===== src/rtl/dmem_arbiter.sv =====
// ---------------------------------------------------------------------------
// dmem_arbiter
//
// Shares one single-ported data RAM between two masters: port 0 is the CPU
// load/store path, port 1 is a second master (debug loader / DMA). One access
// is issued per cycle; read data comes back with the RAM's one-cycle latency
// and is steered to whichever port issued the read.
//
// Arbitration is burst-limited round-robin: under contention the port that
// was granted last keeps winning until it has taken MAX_BURST consecutive
// grants, then the other port gets its turn. A lone requester is granted
// every cycle.
//
// Ports
//   I_clk, I_rst              clock, synchronous active-high reset
//   I_reqN/I_weN/I_addrN/     port N request (held until granted), write flag,
//   I_wdataN/I_wbeN           byte address, lane-aligned write data, lane enables
//   O_gntN                    port N accepted this cycle (combinational)
//   O_rvalidN/O_rdataN        port N read return (data is 0 when not valid)
//   O_mem_en/_we/_addr/       RAM access strobe and command
//   O_mem_wdata/_wbe
//   I_mem_rdata               RAM read data, valid one cycle after a read strobe
//   O_conflicts               saturating count of cycles with both requests high
// ---------------------------------------------------------------------------
module dmem_arbiter #(
    parameter int ADDR_WIDTH    = 32,
    parameter int DATA_WIDTH    = 32,
    parameter int PRIORITY_PORT = 0,
    parameter int MAX_BURST     = 4
) (
    input  logic                    I_clk,
    input  logic                    I_rst,

    input  logic                    I_req0,
    input  logic                    I_we0,
    input  logic [ADDR_WIDTH-1:0]   I_addr0,
    input  logic [DATA_WIDTH-1:0]   I_wdata0,
    input  logic [DATA_WIDTH/8-1:0] I_wbe0,

    input  logic                    I_req1,
    input  logic                    I_we1,
    input  logic [ADDR_WIDTH-1:0]   I_addr1,
    input  logic [DATA_WIDTH-1:0]   I_wdata1,
    input  logic [DATA_WIDTH/8-1:0] I_wbe1,

    output logic                    O_gnt0,
    output logic                    O_gnt1,
    output logic                    O_rvalid0,
    output logic                    O_rvalid1,
    output logic [DATA_WIDTH-1:0]   O_rdata0,
    output logic [DATA_WIDTH-1:0]   O_rdata1,

    output logic                    O_mem_en,
    output logic                    O_mem_we,
    output logic [ADDR_WIDTH-1:0]   O_mem_addr,
    output logic [DATA_WIDTH-1:0]   O_mem_wdata,
    output logic [DATA_WIDTH/8-1:0] O_mem_wbe,
    input  logic [DATA_WIDTH-1:0]   I_mem_rdata,

    output logic [15:0]             O_conflicts
);

    // Burst counter runs 0..MAX_BURST and saturates at MAX_BURST.
    localparam int                CNT_W      = $clog2(MAX_BURST + 1);
    localparam logic [CNT_W-1:0]  CNT_MAX    = CNT_W'(MAX_BURST);
    localparam logic              LAST_RESET = (PRIORITY_PORT != 0);

    logic             last_q;       // port granted most recently
    logic [CNT_W-1:0] cnt_q;        // consecutive grants to last_q
    logic [1:0]       rd_pend_q;    // one-hot owner of the read returning now
    logic [15:0]      conflicts_q;

    // Requests are masked during reset so nothing is granted or issued to
    // the RAM in a reset cycle.
    logic req0_v;
    logic req1_v;
    logic any_req;
    logic both_req;
    logic win;                      // winning port index, meaningful when any_req

    assign req0_v   = I_req0 & ~I_rst;
    assign req1_v   = I_req1 & ~I_rst;
    assign any_req  = req0_v | req1_v;
    assign both_req = req0_v & req1_v;

    // Under contention the last winner keeps the RAM until its burst is used
    // up; a lone requester always wins. Depends only on requests and state,
    // never on I_mem_rdata.
    always_comb begin
        if (both_req) begin
            win = (cnt_q == CNT_MAX) ? ~last_q : last_q;
        end else begin
            win = req1_v;
        end
    end

    assign O_gnt0 = any_req & ~win;
    assign O_gnt1 = any_req &  win;

    // NOTE: every output of this block gets a default first, so no path
    // leaves a value unassigned and no latch is inferred.
    always_comb begin
        O_mem_en    = 1'b0;
        O_mem_we    = 1'b0;
        O_mem_addr  = '0;
        O_mem_wdata = '0;
        O_mem_wbe   = '0;
        if (O_gnt0) begin
            O_mem_en    = 1'b1;
            O_mem_we    = I_we0;
            O_mem_addr  = I_addr0;
            O_mem_wdata = I_wdata0;
            O_mem_wbe   = I_wbe0;
        end else if (O_gnt1) begin
            O_mem_en    = 1'b1;
            O_mem_we    = I_we1;
            O_mem_addr  = I_addr1;
            O_mem_wdata = I_wdata1;
            O_mem_wbe   = I_wbe1;
        end
    end

    // NOTE: state registers use non-blocking assignments so every register
    // samples the pre-edge values, and reset is checked inside the clocked
    // block because it is synchronous.
    always_ff @(posedge I_clk) begin
        if (I_rst) begin
            last_q      <= LAST_RESET;
            cnt_q       <= '0;
            rd_pend_q   <= 2'b00;
            conflicts_q <= 16'd0;
        end else begin
            if (any_req) begin
                if (win == last_q) begin
                    cnt_q <= (cnt_q == CNT_MAX) ? cnt_q : cnt_q + 1'b1;
                end else begin
                    last_q <= win;
                    cnt_q  <= CNT_W'(1);
                end
            end

            // A read accepted now returns next cycle; writes never return.
            rd_pend_q <= {O_gnt1 & ~I_we1, O_gnt0 & ~I_we0};

            if (I_req0 && I_req1 && (conflicts_q != 16'hFFFF)) begin
                conflicts_q <= conflicts_q + 16'd1;
            end
        end
    end

    // A read granted just before reset is dropped: the return is masked in
    // the reset cycle and rd_pend is cleared at its edge.
    assign O_rvalid0   = rd_pend_q[0] & ~I_rst;
    assign O_rvalid1   = rd_pend_q[1] & ~I_rst;
    assign O_rdata0    = O_rvalid0 ? I_mem_rdata : '0;
    assign O_rdata1    = O_rvalid1 ? I_mem_rdata : '0;
    assign O_conflicts = I_rst ? 16'd0 : conflicts_q;

endmodule


===== config.mk =====
export PLATFORM = sky130hd
export DESIGN_NAME = dmem_arbiter
export DESIGN_NICKNAME = d
export VERILOG_FILES = /design/src/rtl/dmem_arbiter.sv
export SDC_FILE = /design/constraint.sdc
export NUM_CORES = 1
export LEC_CHECK = 0
export ABC_AREA = 1
export ABC_CLOCK_PERIOD_IN_PS = 5000
export CORE_AREA = 2 2 127 129
export CTS_CLUSTER_DIAMETER = 100
export DETAILED_ROUTE_END_ITERATION = 12
export DIE_AREA = 0 0 129 131
export PLACE_DENSITY = 0.66
export SYNTH_ARGS = -nofsm -noshare
export SYNTH_HDL_FRONTEND = slang
export SYNTH_SLANG_ARGS = --single-unit

===== constraint.sdc =====
create_clock -name I_clk -period 5 [get_ports I_clk]
set_input_delay 1 -clock I_clk [delete_from_list [all_inputs] [get_ports I_clk]]
set_output_delay 1 -clock I_clk [all_outputs]
set_load 0.05 [all_outputs]

==> results.md <==
- Status: finished clean
- CP max FO: 70
- IO Pins: between 300 and 400
- Syn nets: 576
- Placed cell area: 7250 um^2
- Setup TNS: 0 ns
- Final Max Slew Viols: 0
- DRT Pass-1 Iters: 4
- Slew HR: about 17%
- Final Hold Vio Count: 0
- Multi-input gate area: 1620 um^2
- Worst Path Required: 4.00 ns
- FP Rows: 46
- Clock tree buffer depth: 2
- Area taken by flip-flops and latches: around 440 um^2
- First-pass GRT wire length: between 20000 and 25000 um
- Finished Cell Area: approximately 7400 um^2
- Final setup violation count: 0
- Fillers: 1456
- Slew @ Worst Pin: 1.24 ns
- Dominant cell type by area after synthesis: a22o_1
- Syn Std Cell Area: 2420 um^2
- Clock Skews: 0.00220 ns
- Initial Util: approximately 16%
- Via count: between 3000 and 4000
- Critical path type: primary input to output port
- Top-area cell type share of the netlist area: 24.6%
- Avg WL per Cell: 18.1 um
- R2r setup slk: 2.84 ns
- CP max stage delay: 0.86 ns
- Initial DRC Count: 199
- Post-synth top flop: dfxtp_1
- Unrepaired setup endpoints after global routing: false
- Min cycle time layout: 4.56 ns
- Top-count cell post-synth: nor2_1
- Psw: a little under 500 uW
- Antenna diodes: 0
- Startpoint Class: primary input
- IR drop worst, VDD: 0.000103 V
- Fin crit share: 91.1%
- Seq pwr share: 15.3%
- Root buf cell: clkbuf_16
- Flops & latches, synth: 22
- WHS: between 0.5 and 0.6 ns
- Hold WC Path Type: register to register
- Postcts setup bufs: 0
- Dpl hpwl: 14700 um
- Maxcap violations: 0
- Post-Syn Area per Cell: about 6.1 um^2
- Cts bufs inserted: 3
- Initial antenna violation count: 0
- Warnings from Yosys: 0
- Routed wire length: 16700 um
- Post-Syn Instances: 399
- Gr usage total: 17.8%
- Seq/Total Area, Yosys: 18.2%
- Clk slew on worst S/H paths: 0.06 ns
- Combinational power share: 66.2%
- Sink Count: 22
- Critical path's slowest cell: inv_2
- Core area: 15600 um^2
- Clk_lat worst skew: 0.25 ns
- Top cells by area, synth: a22o_1, dfxtp_1, nor2_1
- Power density over the cells: 167 nW/um^2
- Critical path, cell by cell: clkdlybuf4s50_1 > buf_4 > nor2_1 > nand2_1 > nand2_1 > inv_2 > a22o_1 > buf_12
- Port Buffers: 327
- Data arrival, critical path: 3.56 ns
- Count of different cell masters after synthesis: 23
- CTS resizes: 0
- Vias in the first global route: 3635
- Endpoint type of the worst setup path: output port
- Post-synth top cells: nor2_1, a22o_1, inv_1, nand2_1, dfxtp_1
- Share of post-route cells with drive strength above 1: 23.6%
- Routability cong.: 0.815
- Vias per cell: 4.14
- Die width: 129 um
- Async SR Flop Fraction: 0%
- Die ar.: 16900 um^2
- Leakage: 0.00314 uW
- Largest net degree at the start of global routing: 71
- CTS tree: done
- Clock Power Share: 18.5%
- Synthesis-to-layout area growth: 203%
- Cell internal pwr: 743 uW
- Global route overflow: 0
- Die height: 131 um
- Number of synthesized flops with an enable pin: 0
- Number of routed nets with antenna violations: 0
- Sw Share: 39.5%
- CTS Hold Bufs: 0
- Maximum clock frequency: 219 MHz
- CP most frequent cell: nand2_1
- DRC: 0
- # nets final: 889
- Htree depth: 1
through the flow:
step | power, uW | utilization (%) | setup WS (ns) | std cells
after floorplan | 542 | - | 1.51 | 399
after global placement | 1010 | 46.5 | 0.449 | 923
after detailed placement | 1010 | 46.5 | 0.442 | 923
after CTS | 1240 | 47.2 | 0.426 | 927
after global routing | 1270 | 47.2 | 0.293 | 927
final | 1230 | 47.2 | 0.443 | 927
registers in the layout, indices dropped and copies added (netlist names):
register and count:
conflicts_q 16, cnt_q 3, rd_pend_q 2, last_q 1
final cells by class:
cell class | count | share of cell area, %
Tap cell | 216 | 3.67
Clock buffer | 3 | 1.02
Multi-Input combinational cell | 287 | 22.0
Sequential cell | 22 | 5.99
Clock inverter | 1 | 0.408
Inverter | 65 | 3.32
Timing Repair Buffer | 333 | 63.6
cell families (layout without fill, tap and decap cells):
family,count (synthesis),in the layout,synth area share [%]
fa+ha+maj,3,3,1.55
simple gates,183,183,30.5
flops,22,22,18.2
buf+inv,90,402,15.0
compound gates,91,91,31.2
xor+xnor,10,10,3.61
cell usage in the layout, fill, tap and decap left out, types with 4 or more instances in the layout:
cell and count:
nor2_1 103, nand3_1 8, buf_4 8, nor3_1 4
inv_1 60, a21oi_1 6, buf_12 136, clkdlybuf4s50_1 189
dfxtp_1 22, xor2_1 10, o21ai_0 7, inv_2 5
a22o_1 68, nand2_1 60, a21oi_2 9
final timing paths:
kind,from,endpoint,cells past startpoint
max,I_rst,O_mem_addr[28],8
min,conflicts_q[8],conflicts_q[8],2
max reg2reg,cnt_q[0],last_q,8
min reg2reg,conflicts_q[8],conflicts_q[8],2
worst max-delay path, delay by kind of cell:
family / cells / cell delay (ns)
buf+inv: 4 / 1.79
compound gates: 1 / 0.39
simple gates: 3 / 0.33
routing by layer:
metal  vias up  GRT usage, %  share of wire, %  wire, um
li1       1923             -                 -         -
met1      1722          22.0                40      6620
met2       188          32.6                52      8720
met3         6          4.15               7.6      1270
met4         0          2.05              0.75       125
met5         -             0                 0         0
power groups by stage:
stage | combinational [uW] | clock, uW | sequential, uW
2_1_floorplan | 351 | 0 | 191
3_3_place_gp | 817 | 0 | 192
5_1_grt | 845 | 238 | 189
6_report | 813 | 227 | 188
4_1_cts | 822 | 229 | 188
3_5_place_dp | 820 | 0 | 192
No activity file was read; power rests on OpenSTA's default activity.
